## src/rtl/load_store_unit_pkg.sv

```systemverilog
// Shared types for the load/store unit: instruction encodings, FSM states and size masks.
// Split (misaligned) access support is selected with the MISALIGNED_SPLIT_EN macro.
package load_store_unit_pkg;

    typedef enum logic [1:0] {
        INSTR_NONE  = 2'd0,
        LOAD        = 2'd1,
        STORE       = 2'd2,
        INSTR_OTHER = 2'd3
    } InstructionTypes;

    typedef enum logic [2:0] {
        LOAD_BYTE   = 3'd0,
        LOAD_HALF   = 3'd1,
        LOAD_WORD   = 3'd2,
        ULOAD_BYTE  = 3'd3,
        ULOAD_HALF  = 3'd4,
        STORE_BYTE  = 3'd5,
        STORE_HALF  = 3'd6,
        STORE_WORD  = 3'd7
    } InstructionSubTypes;

    typedef enum logic [1:0] {
        IDLE  = 2'd0,
        BEAT0 = 2'd1,
        BEAT1 = 2'd2,
        RESP  = 2'd3
    } lsu_state_t;

    localparam logic [3:0] MASK_BYTE = 4'b0001;
    localparam logic [3:0] MASK_HALF = 4'b0011;
    localparam logic [3:0] MASK_WORD = 4'b1111;

    function automatic logic [2:0] size_bytes(input InstructionSubTypes t);
        case (t)
            LOAD_BYTE, ULOAD_BYTE, STORE_BYTE: return 3'd1;
            LOAD_HALF, ULOAD_HALF, STORE_HALF: return 3'd2;
            default:                           return 3'd4;
        endcase
    endfunction

    function automatic logic [3:0] size_mask(input InstructionSubTypes t);
        case (t)
            LOAD_BYTE, ULOAD_BYTE, STORE_BYTE: return MASK_BYTE;
            LOAD_HALF, ULOAD_HALF, STORE_HALF: return MASK_HALF;
            default:                           return MASK_WORD;
        endcase
    endfunction

endpackage

```

## src/rtl/load_store_unit_align.sv

```systemverilog
// Combinational lane steering for the load/store unit: byte enables, store data shifting,
// split detection and load assembly/extension. Used with or without MISALIGNED_SPLIT_EN.
module lsu_align
    import load_store_unit_pkg::*;
#(
    parameter int DATA_WIDTH = 32
) (
    input  logic [1:0]            offset,
    input  InstructionSubTypes    sub_type,
    input  logic [DATA_WIDTH-1:0] store_data,
    input  logic [DATA_WIDTH-1:0] rdata0,
    input  logic [DATA_WIDTH-1:0] rdata1,
    output logic                  split,
    output logic [3:0]            byte_en0,
    output logic [3:0]            byte_en1,
    output logic [DATA_WIDTH-1:0] wdata0,
    output logic [DATA_WIDTH-1:0] wdata1,
    output logic [DATA_WIDTH-1:0] load_data
);

    logic [3:0]              mask;
    logic [2:0]              nbytes;
    logic [4:0]              bit_off;
    logic [7:0]              be_wide;
    logic [2*DATA_WIDTH-1:0] wd_wide;
    logic [DATA_WIDTH-1:0]   hi_part;
    logic [DATA_WIDTH-1:0]   word;

    assign mask    = size_mask(sub_type);
    assign nbytes  = size_bytes(sub_type);
    assign bit_off = {offset, 3'b000};
    assign split   = ({1'b0, offset} + nbytes) > 3'd4;

    // Shifting into a double-width vector yields both beats at once: the upper half
    // is exactly what spills into the next word.
    assign be_wide  = {4'b0000, mask} << offset;
    assign wd_wide  = {{DATA_WIDTH{1'b0}}, store_data} << bit_off;
    assign byte_en0 = be_wide[3:0];
    assign byte_en1 = be_wide[7:4];
    assign wdata0   = wd_wide[DATA_WIDTH-1:0];
    assign wdata1   = wd_wide[2*DATA_WIDTH-1:DATA_WIDTH];

    assign hi_part = split ? (rdata1 << (6'd32 - {1'b0, bit_off})) : {DATA_WIDTH{1'b0}};
    assign word    = (rdata0 >> bit_off) | hi_part;

    always_comb begin
        load_data = word;
        case (sub_type)
            LOAD_BYTE:  load_data = {{(DATA_WIDTH-8){word[7]}}, word[7:0]};
            LOAD_HALF:  load_data = {{(DATA_WIDTH-16){word[15]}}, word[15:0]};
            ULOAD_BYTE: load_data = {{(DATA_WIDTH-8){1'b0}}, word[7:0]};
            ULOAD_HALF: load_data = {{(DATA_WIDTH-16){1'b0}}, word[15:0]};
            default:    ;
        endcase
    end

endmodule

```

## src/rtl/load_store_unit.sv

```systemverilog
// Load/store unit: accepts one memory op at a time and runs up to two memory beats.
// Define MISALIGNED_SPLIT_EN to split word-crossing accesses; otherwise they fault.
module load_store_unit
    import load_store_unit_pkg::*;
#(
    parameter int DATA_WIDTH = 32
) (
    input  logic                  iClk,
    input  logic                  iRst,
    input  logic                  iReqValid,
    output logic                  oReqReady,
    input  InstructionTypes       iInstructionType,
    input  InstructionSubTypes    iMemoryInstructionType,
    input  logic [31:0]           iAddress,
    input  logic [DATA_WIDTH-1:0] iStoreData,
    output logic                  oRespValid,
    output logic [DATA_WIDTH-1:0] oLoadData,
    output logic                  oMisaligned,
    output logic                  oMemReq,
    input  logic                  iMemAck,
    output logic                  oMemWe,
    output logic [31:0]           oMemAddr,
    output logic [3:0]            oMemByteEn,
    output logic [DATA_WIDTH-1:0] oMemWData,
    input  logic [DATA_WIDTH-1:0] iMemRData,
    output lsu_state_t            oState
);

`ifdef MISALIGNED_SPLIT_EN
    localparam logic SPLIT_EN = 1'b1;
`else
    localparam logic SPLIT_EN = 1'b0;
`endif

    // Handshake: a request transfers on a rising edge where iReqValid and oReqReady are
    // both high; oReqReady is high only in IDLE and RESP. Each memory beat transfers on
    // an edge where oMemReq and iMemAck are both high; outputs hold until then.

    lsu_state_t            state;
    InstructionTypes       op_q;
    InstructionSubTypes    sub_q;
    logic [1:0]            off_q;
    logic [DATA_WIDTH-1:0] data_q;
    logic [DATA_WIDTH-1:0] rdata0_q;
    logic                  zero_beat_q;
    logic                  fault_q;

    logic                  accept_phase;
    logic                  handshake;
    logic                  is_mem_in;
    logic                  first_ack;
    logic                  last_ack;

    logic [1:0]            al_offset;
    InstructionSubTypes    al_sub;
    logic [DATA_WIDTH-1:0] al_data;
    logic [DATA_WIDTH-1:0] al_rdata0;
    logic                  al_split;
    logic [3:0]            al_be0;
    logic [3:0]            al_be1;
    logic [DATA_WIDTH-1:0] al_wdata0;
    logic [DATA_WIDTH-1:0] al_wdata1;
    logic [DATA_WIDTH-1:0] al_load;

    assign oState       = state;
    assign accept_phase = (state == IDLE) || (state == RESP);
    assign handshake    = iReqValid && oReqReady;
    assign is_mem_in    = (iInstructionType == LOAD) || (iInstructionType == STORE);

    // The aligner sees the incoming request while accepting and the latched op otherwise.
    assign al_offset = accept_phase ? iAddress[1:0] : off_q;
    assign al_sub    = accept_phase ? iMemoryInstructionType : sub_q;
    assign al_data   = accept_phase ? iStoreData : data_q;
    assign al_rdata0 = (state == BEAT1) ? rdata0_q : iMemRData;

    assign first_ack = (state == BEAT0) && !zero_beat_q && iMemAck && al_split && SPLIT_EN;
    assign last_ack  = iMemAck && (((state == BEAT0) && !zero_beat_q && !(al_split && SPLIT_EN))
                                   || (state == BEAT1));

    lsu_align #(.DATA_WIDTH(DATA_WIDTH)) u_align (
        .offset     (al_offset),
        .sub_type   (al_sub),
        .store_data (al_data),
        .rdata0     (al_rdata0),
        .rdata1     (iMemRData),
        .split      (al_split),
        .byte_en0   (al_be0),
        .byte_en1   (al_be1),
        .wdata0     (al_wdata0),
        .wdata1     (al_wdata1),
        .load_data  (al_load)
    );

    always_ff @(posedge iClk or posedge iRst) begin
        if (iRst) begin
            state       <= IDLE;
            oReqReady   <= 1'b1;
            oRespValid  <= 1'b0;
            oMisaligned <= 1'b0;
            oLoadData   <= '0;
            oMemReq     <= 1'b0;
            oMemWe      <= 1'b0;
            oMemAddr    <= '0;
            oMemByteEn  <= '0;
            oMemWData   <= '0;
            op_q        <= INSTR_NONE;
            sub_q       <= LOAD_BYTE;
            off_q       <= '0;
            data_q      <= '0;
            rdata0_q    <= '0;
            zero_beat_q <= 1'b0;
            fault_q     <= 1'b0;
        end else begin
            oRespValid <= 1'b0;
            case (state)
                IDLE, RESP: begin
                    oMisaligned <= 1'b0;
                    if (handshake) begin
                        state      <= BEAT0;
                        oReqReady  <= 1'b0;
                        op_q       <= iInstructionType;
                        sub_q      <= iMemoryInstructionType;
                        off_q      <= iAddress[1:0];
                        data_q     <= iStoreData;
                        oMemAddr   <= {iAddress[31:2], 2'b00};
                        oMemByteEn <= al_be0;
                        oMemWData  <= al_wdata0;
                        if (is_mem_in && !(al_split && !SPLIT_EN)) begin
                            oMemReq     <= 1'b1;
                            oMemWe      <= (iInstructionType == STORE);
                            zero_beat_q <= 1'b0;
                            fault_q     <= 1'b0;
                        end else begin
                            // Non-memory ops and unsupported splits pass through with no beat.
                            oMemReq     <= 1'b0;
                            oMemWe      <= 1'b0;
                            zero_beat_q <= 1'b1;
                            fault_q     <= is_mem_in;
                        end
                    end else begin
                        state     <= IDLE;
                        oReqReady <= 1'b1;
                    end
                end
                BEAT0: begin
                    if (zero_beat_q) begin
                        state       <= RESP;
                        oRespValid  <= 1'b1;
                        oMisaligned <= fault_q;
                        oReqReady   <= 1'b1;
                    end else if (first_ack) begin
                        state      <= BEAT1;
                        oMemAddr   <= oMemAddr + 32'd4;
                        oMemByteEn <= al_be1;
                        oMemWData  <= al_wdata1;
                        rdata0_q   <= iMemRData;
                    end
                end
                default: ;
            endcase

            if (last_ack) begin
                state       <= RESP;
                oMemReq     <= 1'b0;
                oRespValid  <= 1'b1;
                oMisaligned <= 1'b0;
                oReqReady   <= 1'b1;
                if (op_q == LOAD) oLoadData <= al_load;
            end
        end
    end

endmodule

```

## config.mk

```make
export PLATFORM = sky130hd
export DESIGN_NAME = load_store_unit
export DESIGN_NICKNAME = d
export VERILOG_FILES = /design/src/rtl/load_store_unit_pkg.sv /design/src/rtl/load_store_unit_align.sv /design/src/rtl/load_store_unit.sv
export SDC_FILE = /design/constraint.sdc
export NUM_CORES = 1
export LEC_CHECK = 0
export CAP_MARGIN = 20
export CELL_PAD_IN_SITES_DETAIL_PLACEMENT = 1
export CELL_PAD_IN_SITES_GLOBAL_PLACEMENT = 1
export CORE_ASPECT_RATIO = 0.75
export CORE_UTILIZATION = 32
export DETAILED_ROUTE_END_ITERATION = 16
export PLACE_DENSITY_LB_ADDON = 0.1
export SYNTH_ARGS = -nofsm -noshare
export SYNTH_HDL_FRONTEND = slang
export SYNTH_SLANG_ARGS = --single-unit
```

## constraint.sdc

```tcl
create_clock -name iClk -period 4.8 [get_ports iClk]
set_input_delay 1.2 -clock iClk [delete_from_list [all_inputs] [get_ports iClk]]
set_output_delay 1.2 -clock iClk [all_outputs]
set_load 0.01 [all_outputs]
```

Word level (Yosys, flattened, before mapping)
Index checks and enable logic that the tools add are counted.
Word-level totals
  bits in registers: 146
  input bits: 105
  output and inout port bits: 107
  logic and storage cells: 86
Operators by class
  $add $sub $neg: 2
  $lt $le $gt $ge: 1
  eq/ne operators: 12
  shift-type cells: 4
  mux-type cells: 29
  bitwise operators: 1
  reduce and logical (&&, ||, !) cells: 21
Operators with widths (number)
  $pmux 32 s4: 1
  $mux 32: 3
  $or 32x32->32: 1
  $shl 32x5->32: 1
  $shl 32x6->32: 1
  $shr 32x5->32: 1
  $mux 1: 16
  $eq 3x3->1 const B: 3
  $pmux 4 s2: 1
  $reduce_and 2->1: 4
  $eq 2x1->1 const B: 3
  $eq 2x2->1 const B: 3
  $mux 2: 3
  $pmux 3 s2: 1
  $reduce_or 3->1: 2
  $sub 6x5->6 const A: 1
  $logic_and 1x1->1: 4
  $pmux 1 s2: 2
  $pmux 2 s2: 1
  $reduce_bool 2->1: 2
  $shl 4x2->4: 1
  $add 2x3->3: 1
  $eq 3x1->1 const B: 1
  $eq 3x2->1 const B: 1
  other kinds (9): 12

Depth between registers and ports, before layout
Gate-level depths: netlist of the first run.
  depth in word-level cells: 14
  mapped depth: 17
  mapped depth without buffers: 14

Hierarchy
From an unflattened synthesis of the first run, not the netlist that was laid out.
Unflattened totals
  cell total of the unflattened synthesis: 970
  area total of the unflattened synthesis: 8630.8 um2
By module, submodules not included
  load_store_unit: instances 1, cells each 635, area an instance 6256.0 um2, seq. area each 3654.8 um2
  lsu_align: instances 1, cells each 335, area an instance 2374.8 um2, seq. area each 0.0 um2

Least setup slack after synthesis of the first run
Ideal clock, no wire load.
  path kind: input -> register
  start: in iAddress[0]
  end: reg oLoadData[24]
  library setup time: 124 ps
  arrival time: 4219 ps
  data required time: 4676 ps
  slack: 457 ps
  stages: 15
  buffers on the path: 5
  cells stage by stage: buf_2 mux2i_2 inv_2 buf_1 clkbuf_1 ha_1 fa_1 nor2_1 nor4b_1 mux2i_1 clkbuf_1 a2bb2oi_1 o21a_2 buf_4 a21oi_1
Between the ends
  word-level cells in the longest chain between the ends: 6
  elaborated cells on any way between the ends: 9
  those cells by class: add/sub (2); order compare (1); shift (2); mux (3); bitwise (1)
RTL lines
  from (decl): line load_store_unit.sv:14  | input logic [31:0] iAddress,
  $mux 2 (*): line load_store_unit.sv:71  | assign al_offset = accept_phase ? iAddress[1:0] : off_q;
  $sub 6x5->6 / $add 2x3->3 (equally long branches): line load_store_unit_align.sv:43, load_store_unit_align.sv:32
  $shl 32x6->32 / $gt 3x3->1 (equally long branches): line load_store_unit_align.sv:43, load_store_unit_align.sv:32
  $mux 32: line load_store_unit_align.sv:43  | assign hi_part = split ? (rdata1 << (6'd32 - {1'b0, bit_off})) : {DATA_WIDTH{1'b0}};
  $or 32x32->32 (*): line load_store_unit_align.sv:44  | assign word = (rdata0 >> bit_off) | hi_part;
  $pmux 32 s4 (*): line load_store_unit_align.sv:48  | case (sub_type)
  to (signal assigned): line load_store_unit.sv:168  | if (op_q == LOAD) oLoadData <= al_load;
  to (decl): line load_store_unit.sv:17  | output logic [DATA_WIDTH-1:0] oLoadData,
Mark *: on every way between the ends. The rest lies on a longest branch, timed or not.
A chain may end at the register's enable or synchronous reset.

Worst setup path after layout of the first run
  start: in iMemoryInstructionType[1]
  end: reg oLoadData[21]
Between the ends
  word-level cells in the longest chain between the ends: 9
  elaborated cells on any way between the ends: 15
  those cells by class: add/sub (1); order compare (1); eq/ne (5); mux (4); bitwise (1); reduce/logical (3)
RTL lines
  from (decl): line load_store_unit.sv:13  | input InstructionSubTypes iMemoryInstructionType,
  $mux 3 (*): line load_store_unit.sv:72  | assign al_sub = accept_phase ? iMemoryInstructionType : sub_q;
  $eq 3x3->1, or another cell as far along: line load_store_unit_pkg.sv:35  | case (t)
  $reduce_or 3->1: line load_store_unit_pkg.sv:35
  $pmux 3 s2: line load_store_unit_pkg.sv:35
  $add 2x3->3: line load_store_unit_align.sv:32  | assign split = ({1'b0, offset} + nbytes) > 3'd4;
  $gt 3x3->1: line load_store_unit_align.sv:32
  $mux 32: line load_store_unit_align.sv:43
  $or 32x32->32: line load_store_unit_align.sv:44
  $pmux 32 s4 (*): line load_store_unit_align.sv:48
Marks and branches as above.

==> reports/metrics.yaml, run 1 <==
drt_first_pass_iters: 4
multi_input_comb_area_sq_mm: 0.00332
pwr-share-clk: 0.152
synth_top_area_share: 0.475
dp_hpwl_mm: 17.9
final_layout_size_suffix_gt1_frac: 0.134
ff_latch_area_sq_mm: 0.00325
top_layer: "met4"
postSynthCellCount: 679
ys_async_sr_fraction: 1.00
yosysSeqAreaShare: 0.479
avgSynthCellArea_sq_um: 10.0
routed_metal_1_wire_length_mm: 11.4
max-cap-violations: 0
grt_start_max_net_pins: 103
critPathLaunchType: "primary input"
antenna_violations_before_repair: 0
cts.repair_timing.setup_buffer_count: 0
path_type_of_the_worst_min_delay_path: "reg2reg"
final_net_count: 986
seq_power_share: 0.232
ir_worst_vdd_v: 0.000410
clock_tree.root_cell: "sky130_fd_sc_hd__clkbuf_16"
num_rows: 45
viasPerCell: 5.23
clk_skew_ns: 0.0130
clkSlewWorstSetupHoldPaths_ns: 0.06
finish.instance_area_sq_mm: 0.00976
clock_tree_from_tritoncts: "yes"
worst-slew-pin-transition_ns: 1.09
synth.top_cells.by_area: "sky130_fd_sc_hd__dfrtp_1, sky130_fd_sc_hd__mux2_2, sky130_fd_sc_hd__a21oi_1"
worst_ep_required_time_ns: 5.08
starting_density: 0.331
wire_per_inst_um: 20.5
wl_met2_mm: 10.3
drtIter0Drc: 424
design.core.area_sq_mm: 0.0205
postSynthRegisterBits: 130
finalSetupTns_ns: 0
status: "finished, final reports clean"
synth_edf_count: 0
finish.utilization: 0.476
placed_cell_area_sq_mm: 0.00918
placement.io_buffers: 209
grt.total_usage: 0.227
synth.cell_area_sq_mm: 0.00679
vias: 6115
timing.final.setup_violations: 0
p_comb_frac: 0.615
criticalPathCategory: "in2reg"
crit_fanout: 16
worst_skew_pair.late_latency_ns: 0.43
grt_overflow: 0
ys_types: 53
drt_drc_violations_left: 0
met3_routed_wl_mm: 1.84
switching_share_of_power: 0.452
die_x_um: 170
period_utilization: 0.928
chipHeight_um: 128
power_leakage_nw: 4.09
timing.critical_path.to_type: "flip-flop"
cts.htree.levels: 4
postSynth.topFlopCell: "sky130_fd_sc_hd__dfrtp_1"
routed_wirelength_mm: 23.9
fp.dieArea_sq_mm: 0.0218
antennaDiodeCount: 0
grt_pass1_vias: 6459
cts-root-to-sink-buffers: 2
antenna_violating_nets_post_route: 0
fillers: 2298
power.switching_mw: 3.77
slew-limit-headroom: 0.271
power.internal_mw: 4.57
hold_violations: 0
synth_area_leader_cell: "sky130_fd_sc_hd__dfrtp_1"
pin_count: 212
global_route_wire_length_before_repair_mm: 37.3
design_power_total_mw: 8.34
max_frequency_mhz: 224
final-max-slew-violation-count: 0
grt_setup_unrepaired: "false"
arrival_ns: 4.74
gp_routability_congestion: 0.903
fin_crit_ns: 4.46
cts_sinks: 130
cts_made_buffers: 17
layout-area-overhead-vs-synth_pct: 43.7
ys_warn_count: 0
power_density_mw_per_mm2: 855
==> worst max-delay path, cell delays in order <==
cell                              delay (ns)
sky130_fd_sc_hd__clkdlybuf4s50_1        0.45
sky130_fd_sc_hd__mux2i_2                0.37
sky130_fd_sc_hd__xor2_1                 0.12
sky130_fd_sc_hd__a21oi_1                0.27
sky130_fd_sc_hd__inv_1                  0.08
sky130_fd_sc_hd__ha_1                   0.22
sky130_fd_sc_hd__fa_1                   0.48
sky130_fd_sc_hd__nor2_1                 0.28
sky130_fd_sc_hd__nor4b_1                0.11
sky130_fd_sc_hd__mux2i_2                0.33
sky130_fd_sc_hd__a2bb2oi_1              0.28
sky130_fd_sc_hd__o21a_2                 0.41
sky130_fd_sc_hd__a21oi_1                0.13
==> layout make-up <==
class                   count  share of cell area
clock inverters            14              0.0140
well taps                 282              0.0362
clock buffers              18              0.0450
multi-input cells         490               0.340
repair buffers            224               0.226
flip-flops and latches    130               0.334
inverters                  12             0.00513
==> synth_stat cells, drive strengths merged, types with 2 or more instances <==
master   count
xor2         2
nand2b       3
a211oi      10
o21ai       35
clkbuf      34
mux2i       46
dfrtp      129
and2         8
and3         9
nor2b       10
o22ai        7
nor2        55
a22o         9
o22a         8
a32oi        9
nand3        5
a221o        7
xnor2        3
nand2       68
o21a         2
inv         12
a21o         2
mux2        55
buf         14
a31oi       10
nor3         8
a21oi       91
ha           5
a2bb2oi      9
==> stage by stage <==
| step | worst slack (ns) | instances | hold WS (ns) |
|---|---|---|---|
| 6_report | 0.344 | 1170 | 0.482 |
| 2_1_floorplan | 0.132 | 680 | 0.444 |
| 4_1_cts | 0.255 | 1170 | 0.489 |
| 3_3_place_gp | 0.0653 | 1138 | 0.464 |
| 3_5_place_dp | -0.188 | 1138 | 0.475 |
| 5_1_grt | 0.0959 | 1170 | 0.505 |
==> power by group through the flow <==
stage	Combinational, mW	Clock (mW)	Sequential [mW]
3_5_place_dp	5.07	0	1.96
3_3_place_gp	4.93	0	1.93
6_report	5.13	1.27	1.94
5_1_grt	5.57	1.35	2.01
4_1_cts	5.10	1.30	1.95
2_1_floorplan	2.92	0	2.08
==> sequential cells by signal (all words and copies together), names as in the netlist <==
name,cells
sub_q,3
oState,2
oMemWe,1
oLoadData,32
off_q,2
oMemAddr,30
op_q,2
oMemReq,1
oMemWData,32
zero_beat_q,1
oMisaligned,1
data_q,16
oReqReady,1
oMemByteEn,4
fault_q,1
oRespValid,1
==> timing repair <==
item	in CTS	in global routing
endpoints found under the hold margin	0	0
setup endpoints to repair	0	13
hold buffers	0	0
resized for setup	0	2
==> final timing paths <==
path	start	to	slack, ns	depth (start not counted)
max in group asynchronous	iRst	oMemAddr[13]	2.59	3
worst min-delay path	oMemWData[4]	oMemWData[4]	0.48	2
min in group asynchronous	iRst	oLoadData[18]	1.29	2
worst max-delay path	iMemoryInstructionType[1]	oLoadData[21]	0.34	13
worst max register to register	oState[1]	oLoadData[21]	0.50	13
worst min register to register	oMemWData[4]	oMemWData[4]	0.48	2
==> layout by cell type, fill, tap and decap left out, types with 4 or more instances in the layout <==
cell type / netlist / layout
sky130_fd_sc_hd__o22ai_1: 7 / 7
sky130_fd_sc_hd__inv_6: 0 / 6
sky130_fd_sc_hd__buf_4: 4 / 15
sky130_fd_sc_hd__o21ai_1: 20 / 20
sky130_fd_sc_hd__ha_1: 5 / 4
sky130_fd_sc_hd__clkbuf_16: 0 / 17
sky130_fd_sc_hd__nor2b_1: 10 / 10
sky130_fd_sc_hd__mux2_2: 55 / 55
sky130_fd_sc_hd__and2_1: 7 / 7
sky130_fd_sc_hd__nand2_1: 68 / 68
sky130_fd_sc_hd__nor2_1: 55 / 55
sky130_fd_sc_hd__a22o_1: 9 / 9
sky130_fd_sc_hd__nor3_1: 8 / 8
sky130_fd_sc_hd__nand3_1: 5 / 4
sky130_fd_sc_hd__a221o_1: 7 / 7
sky130_fd_sc_hd__o21ai_0: 15 / 15
sky130_fd_sc_hd__dfrtp_1: 129 / 129
sky130_fd_sc_hd__a21oi_1: 91 / 91
sky130_fd_sc_hd__a31oi_1: 10 / 10
sky130_fd_sc_hd__a32oi_1: 9 / 9
sky130_fd_sc_hd__a211oi_1: 9 / 9
sky130_fd_sc_hd__clkdlybuf4s50_1: 0 / 209
sky130_fd_sc_hd__inv_1: 10 / 9
sky130_fd_sc_hd__a2bb2oi_1: 9 / 9
sky130_fd_sc_hd__inv_8: 0 / 4
sky130_fd_sc_hd__mux2i_1: 42 / 41
sky130_fd_sc_hd__o22a_1: 8 / 8
sky130_fd_sc_hd__and3_1: 9 / 9
==> metal layers <==
layer,GRT usage,vias to the layer above
li1,-,2841
met1,0.321,3034
met2,0.334,210
met3,0.0664,30
met4,0.0684,0
met5,0,-
==> cells by family after synthesis <==
group | share of synthesized area
fa+ha+maj | 0.0122
other cells | 0.000552
flops | 0.479
simple gates | 0.112
compound gates | 0.187
xor+xnor | 0.00645
mux | 0.166
buf+inv | 0.0374
Power figures use the tool's default switching activity.
==> run 2: changes to the inputs <==
Clock period 4.8 ns to 4 ns, I/O delays scaled along.
==> run 2 against run 1 <==
Compared with the run above:
- clock skew fell by 0.00063 ns
- first-iteration DRC count rose by 1.9%
- routed wire length rose by 3.0%
- sequential share of layout area fell by 0.90 points
- non-clock buffer count rose by 19
- worst setup slack got worse by 0.20 ns
- critical endpoint is now oLoadData[30]
- critical path type unchanged
- register-to-register slack got worse by 0.35 ns
- critical path depth did not move
==> reports/metrics.yaml, run 2 (synthesized netlist as in run 1, its figures left out) <==
status: "finished, final reports clean"
worst_setup_slack_before_clock_tree_synthesis_ns: -0.534  # -0.346 ns
pwr-share-clk: 0.158  # +0.006
period_utilization: 0.965
hold_start: "oMemWData[28]"
min_to: "oMemWData[28]"
design.core.area_sq_mm: 0.0205  # unchanged
drt_drc_violations_left: 0  # unchanged
criticalPathCategory: "in2reg"
clock_tree_from_tritoncts: "yes"
final-max-slew-violation-count: 0  # unchanged
num_rows: 45  # unchanged
layout_commonest_cell: "sky130_fd_sc_hd__clkdlybuf4s50_1"
timing.critical_path.to_type: "flip-flop"
power_leakage_nw: 4.22  # +3.1%
crit_fanout: 8  # -8
placement.io_buffers: 209  # unchanged
drtIter0Drc: 432  # +1.9%
fp.dieArea_sq_mm: 0.0218  # unchanged
antenna_violating_nets_post_route: 0  # unchanged
ir_worst_vdd_v: 0.000377  # -8.0%
postLayoutSetupSlackWorst_ns: 0.141  # -0.203 ns
critPathLaunchType: "primary input"
grt_setup_unrepaired: "true"
cts.htree.levels: 4  # unchanged
final_layout_size_suffix_gt1_frac: 0.157  # +0.0235
hold_violations: 0  # unchanged
routed_wirelength_mm: 24.7  # +3.0%
clkSlewWorstSetupHoldPaths_ns: 0.06  # about the same
max_frequency_mhz: 259
cts.repair_timing.setup_buffer_count: 0  # unchanged
timing.final.setup_violations: 0  # unchanged
power_density_mw_per_mm2: 1050  # +23%
max-cap-violations: 0  # unchanged
reg.largest.list: "oLoadData: 32 flops, oMemWData: 32 flops, oMemAddr: 30 flops"
switching_share_of_power: 0.438  # -0.0136
global_route_wire_length_before_repair_mm: 38.1  # +2.3%
path_type_of_the_worst_min_delay_path: "reg2reg"
p_comb_frac: 0.619  # +0.004
worst_ep_required_time_ns: 4.35  # -0.73 ns
power.switching_mw: 4.61  # +22%
dp_hpwl_mm: 18.3  # +2.4%
starting_density: 0.331  # unchanged
chipHeight_um: 128  # unchanged
arrival_ns: 4.20  # -0.54 ns
holdPathStages: 2  # unchanged
grt_pass1_vias: 6589  # +2.0%
vias: 6222  # +1.7%
layout-area-overhead-vs-synth_pct: 47.7
drt_first_pass_iters: 5  # +1
gp_routability_congestion: 0.913  # +1.1%
grt_overflow: 0  # unchanged
setup.reg_to_reg.worst_slack_ns: 0.15  # -0.35 ns
wire_per_inst_um: 20.7  # +1.3%
final_net_count: 1006  # +2.0%
cts_made_buffers: 17  # unchanged
final_cell_mix: "sky130_fd_sc_hd__clkdlybuf4s50_1, sky130_fd_sc_hd__dfrtp_1, sky130_fd_sc_hd__a21oi_1"
seq_power_share: 0.223  # -0.009
cts_hold_repair.buffers: 0  # unchanged
viasPerCell: 5.23  # about the same
slew-limit-headroom: 0.483  # +0.211
grt.total_usage: 0.231  # +0.00337
cts_sinks: 130  # unchanged
worstReg2RegStart: "oState[1]"
die_x_um: 170  # unchanged
fin_crit_ns: 3.86
clk_skew_ns: 0.0123  # -0.000633 ns
timing.critical_path.from: "iMemoryInstructionType[2]"
worstRegToRegCells: 13  # unchanged
finish.utilization: 0.489  # +0.0132
worst-slew-pin-transition_ns: 0.773  # -0.316 ns
reg2reg_to: "oLoadData[30]"
worst_skew_pair.late_latency_ns: 0.43  # about the same
cts-root-to-sink-buffers: 2  # unchanged
antennaDiodeCount: 0  # unchanged
clock_tree.root_cell: "sky130_fd_sc_hd__clkbuf_16"
pin_count: 212  # unchanged
antenna_violations_before_repair: 0  # unchanged
grt_start_max_net_pins: 62  # -40%
power.internal_mw: 5.91  # +29%
## run 2: changes by cell type in the layout (fill, tap and decap cells not counted), moves of 2 or more
cell and change:
sky130_fd_sc_hd__clkinv_4 +2, sky130_fd_sc_hd__nor2_1 -2, sky130_fd_sc_hd__buf_12 +3, sky130_fd_sc_hd__inv_8 -2, sky130_fd_sc_hd__nor2_2 +2, sky130_fd_sc_hd__buf_4 +16, sky130_fd_sc_hd__bufinv_16 +3
## run 2: area by class of cell
type,instances,area (sq um)
clock buffer,18,429
clock inverter,14,190
fill,2309,10500
inverter,12,48.8
multi-input combinational,491,3370
sequential,130,3250
tap,282,353
timing repair buffer,243,2380
## run 2: timing repair
item                                   4_1_cts  5_1_grt
endpoints found under the hold margin        0        0
cloned                                       0        1
pin swaps                                    0        1
setup endpoints to repair                   16       30
gates resized for setup                      3        5
## run 2: stage by stage
step	total power, mW	area [sq um]	TNS (ns)	hold slack (ns)	std cells
finish	10.5	10000	0	0.493	1190
global route	11.2	10000	-0.581	0.519	1190
CTS	10.4	9990	0	0.495	1189
detailed placement	8.67	9360	-12.25	0.480	1157
global placement	8.48	9360	-7.05	0.466	1157
floorplan	6.00	6800	0	0.444	680
## run 2: routing by layer
layer	vias up	part of all wire	track usage	wire, um
met5	-	0	0	0
met4	0	0.011	0.0556	261
met3	24	0.070	0.0611	1720
met2	209	0.43	0.340	10600
met1	3107	0.49	0.333	12000
li1	2882	-	-	-
## run 2: critical path: stages
cell and delay [ns]:
sky130_fd_sc_hd__clkdlybuf4s50_1 0.48, sky130_fd_sc_hd__mux2i_2 0.25, sky130_fd_sc_hd__xor2_1 0.13, sky130_fd_sc_hd__a21oi_2 0.21
sky130_fd_sc_hd__inv_1 0.06, sky130_fd_sc_hd__ha_1 0.22, sky130_fd_sc_hd__fa_1 0.57, sky130_fd_sc_hd__nor2_2 0.06
sky130_fd_sc_hd__nor4b_1 0.30, sky130_fd_sc_hd__mux2i_2 0.22, sky130_fd_sc_hd__a2bb2oi_4 0.24, sky130_fd_sc_hd__o21a_2 0.29
sky130_fd_sc_hd__a21oi_1 0.17
## run 2: power by group through the flow
stage          clock (mW)  combinational (mW)  sequential [mW]
6_report             1.66                6.51             2.35
2_1_floorplan           0                3.51             2.50
4_1_cts              1.70                6.39             2.36
3_3_place_gp            0                6.16             2.33
3_5_place_dp            0                6.31             2.36
5_1_grt              1.74                7.04             2.44
## run 2: how the worst max path moves through the flow
| stage | end | slack, ns | depth (start not counted) |
|---|---|---|---|
| 2_1_floorplan | oLoadData[25] | 0.05 | 15 |
| 3_3_place_gp | oLoadData[19] | -0.31 | 13 |
| 3_5_place_dp | oLoadData[16] | -0.53 | 13 |
| 4_1_cts | oLoadData[23] | 0.04 | 13 |
| 5_1_grt | oLoadData[30] | -0.04 | 13 |
| 6_report | oLoadData[30] | 0.14 | 13 |
==> run 3: changes to the inputs <==
Settings changed: PLACE_DENSITY from default to 0.75, PLACE_DENSITY_LB_ADDON 0.1 to default, SETUP_SLACK_MARGIN from default to 0.02.
==> run 3 against run 2 <==
Compared with the run above:
- cell area down 0.70%
- core utilization down 0.34 points
- clock power down 8%
- clock skew up 0.0038 ns
- sequential share of layout area up 0.23 points
- via count down 0.93%
- non-clock buffer count down 2
- sequential cell count unchanged
- largest power group unchanged
- highest routed layer unchanged
==> reports/metrics.yaml, run 3 (synthesized netlist as in run 1, its figures left out) <==
arrival_ns: 4.08  # -0.12 ns
reg2reg_to: "oLoadData[5]"
cp_slowest_stage_delay_ns: 0.49  # -0.08 ns
cts.repair_timing.setup_buffer_count: 0  # unchanged
timing.critical_path.mode_cell: "sky130_fd_sc_hd__buf_4"
timing.critical_path.to_type: "flip-flop"
max_frequency_mhz: 265  # +2.1%
final_net_count: 1003  # -0.30%
gp_routability_congestion: 0.877  # -3.9%
post-place-cells: 1154  # -0.26%
period_utilization: 0.945  # -0.0202
critical_path.cell_chain: "clkdlybuf4s50_1, mux2i_2, xor2_1, a21oi_2, inv_1, ha_1, fa_1, nor2_2, nor4b_2, mux2i_1, buf_4, a211oi_2, buf_4, a221o_1"
placement.io_buffers: 209  # unchanged
vias: 6164  # -0.93%
max-cap-violations: 0  # unchanged
starting_density: 0.331  # unchanged
worstRegToRegCells: 15  # +2
grt_overflow: 0  # unchanged
pin_count: 212  # unchanged
worst-slew-pin-transition_ns: 0.697  # -0.0758 ns
path_type_of_the_worst_min_delay_path: "reg2reg"
worst-path-buf-inv: 4  # +2
hold_violations: 0  # unchanged
layout_commonest_cell: "sky130_fd_sc_hd__clkdlybuf4s50_1"
holdPathStages: 2  # unchanged
finish.instance_area_sq_mm: 0.00996  # -0.70%
final-max-slew-violation-count: 0  # unchanged
power_density_mw_per_mm2: 1040  # -1.1%
finish.utilization: 0.486  # -0.00342
grt.total_usage: 0.222  # -0.00865
grt_pass1_vias: 6324  # -4.0%
hold_start: "oLoadData[7]"
cts_hold_repair.buffers: 0  # unchanged
ir_worst_vdd_v: 0.000411  # +9.1%
criticalPathCategory: "in2reg"
chipHeight_um: 128  # unchanged
cts_resized: 0  # -3
timing.critical_path.from: "iMemoryInstructionType[2]"
instances_no_fill: 1188  # -0.17%
critPathLaunchType: "primary input"
clock_tree.root_cell: "sky130_fd_sc_hd__clkbuf_16"
grt_setup_unrepaired: "true"
wire_per_inst_um: 19.7  # -4.7%
clk_skew_ns: 0.0162  # +0.00383 ns
drtIter0Drc: 322  # -25%
cts-root-to-sink-buffers: 2  # unchanged
critPathSlowestCell: "sky130_fd_sc_hd__fa_1"
viasPerCell: 5.19  # -0.77%
worst_ep_required_time_ns: 4.30  # -0.05 ns
status: "finished, final reports clean"
min_to: "oLoadData[7]"
power_leakage_nw: 4.20  # -0.48%
routed_wirelength_mm: 23.5  # -4.9%
design.core.area_sq_mm: 0.0205  # unchanged
critical-path-top-delay-family: "buffers and inverters"
antenna_violations_before_repair: 1  # +1
grt_start_max_net_pins: 118  # +90%
die_x_um: 170  # unchanged
num_rows: 45  # unchanged
dp_hpwl_mm: 17.2  # -6.2%
finalSetupTns_ns: 0  # unchanged
layout-area-overhead-vs-synth_pct: 46.6
cts_sinks: 130  # unchanged
postLayoutSetupSlackWorst_ns: 0.221  # +0.0807 ns
reg.largest.list: "oLoadData: 32 flops, oMemWData: 32 flops, oMemAddr: 30 flops"
crit_fanout: 7  # -1
worstReg2RegStart: "oState[0]"
fp.dieArea_sq_mm: 0.0218  # unchanged
final_cell_mix: "sky130_fd_sc_hd__clkdlybuf4s50_1, sky130_fd_sc_hd__dfrtp_1, sky130_fd_sc_hd__a21oi_1"
global_route_wire_length_before_repair_mm: 36.8  # -3.5%
cp_num_cells: 14  # +1
antenna_violating_nets_post_route: 0  # unchanged
cts_made_buffers: 17  # unchanged
clkSlewWorstSetupHoldPaths_ns: 0.06  # about the same
placed_cell_area_sq_mm: 0.00936  # unchanged
cts.htree.levels: 4  # unchanged
design_power_total_mw: 10.3  # -1.7%
setup.reg_to_reg.worst_slack_ns: 0.26  # +0.11 ns
timing.final.setup_violations: 0  # unchanged
fin_hold_ws_ns: 0.480  # -0.0122 ns
slew-limit-headroom: 0.534  # +0.0515
worst_setup_slack_before_clock_tree_synthesis_ns: -0.344  # +0.190 ns
clock_tree_from_tritoncts: "yes"
final_layout_size_suffix_gt1_frac: 0.150  # -0.00721
fin_crit_ns: 3.78  # -0.0807 ns
worst_skew_pair.late_latency_ns: 0.42  # about the same
drt_drc_violations_left: 0  # unchanged
drt_first_pass_iters: 5  # unchanged
==> run 3: cell types whose count changed in the layout (fill, tap and decap cells not counted), moves of 2 or more <==
cell and delta:
sky130_fd_sc_hd__clkinvlp_4 +2, sky130_fd_sc_hd__inv_8 -2, sky130_fd_sc_hd__inv_6 -2, sky130_fd_sc_hd__clkinv_4 -2
sky130_fd_sc_hd__buf_4 -5, sky130_fd_sc_hd__clkinv_2 +4, sky130_fd_sc_hd__buf_12 +2
==> run 3: per-layer routing <==
metal | vias up | GRT usage | share of wire
met5 | - | 0 | 0
met4 | 0 | 0.0657 | 0.012
met3 | 26 | 0.0580 | 0.077
met2 | 221 | 0.309 | 0.41
met1 | 3042 | 0.331 | 0.50
li1 | 2875 | - | -
==> run 3: worst register-to-register path: stages, from the launching register on <==
cell and delay [ns]:
sky130_fd_sc_hd__dfrtp_1 0.40, sky130_fd_sc_hd__inv_1 0.08, sky130_fd_sc_hd__ha_2 0.46, sky130_fd_sc_hd__mux2i_2 0.33, sky130_fd_sc_hd__xor2_1 0.13, sky130_fd_sc_hd__a21oi_2 0.19, sky130_fd_sc_hd__inv_1 0.06, sky130_fd_sc_hd__ha_1 0.21
sky130_fd_sc_hd__fa_1 0.49, sky130_fd_sc_hd__nor2_2 0.19, sky130_fd_sc_hd__nor4b_2 0.08, sky130_fd_sc_hd__mux2i_1 0.28, sky130_fd_sc_hd__buf_4 0.18, sky130_fd_sc_hd__a211oi_2 0.05, sky130_fd_sc_hd__buf_4 0.19, sky130_fd_sc_hd__a221o_1 0.30
==> run 3: final cells by class <==
type / count / area, sq um
fill: 2309 / 10500
multi-input combinational: 490 / 3330
sequential: 130 / 3250
timing repair buffer: 241 / 2400
clock buffer: 19 / 433
tap: 282 / 353
clock inverter: 13 / 138
inverter: 12 / 48.8
antenna: 1 / 2.50
==> run 3: worst max path at each step <==
stage / end / slack (ns)
after floorplan: oLoadData[25] / 0.05
after global placement: oLoadData[6] / -0.22
after detailed placement: oLoadData[5] / -0.34
after CTS: oLoadData[29] / 0.04
after global routing: oLoadData[12] / 0.05
final: oLoadData[5] / 0.22
==> run 3: power breakdown <==
group	total (mW)	switching, mW	internal (mW)
clock	1.53	0.613	0.919
combinational	6.48	3.49	2.99
sequential	2.32	0.366	1.96
total	10.3	4.47	5.87
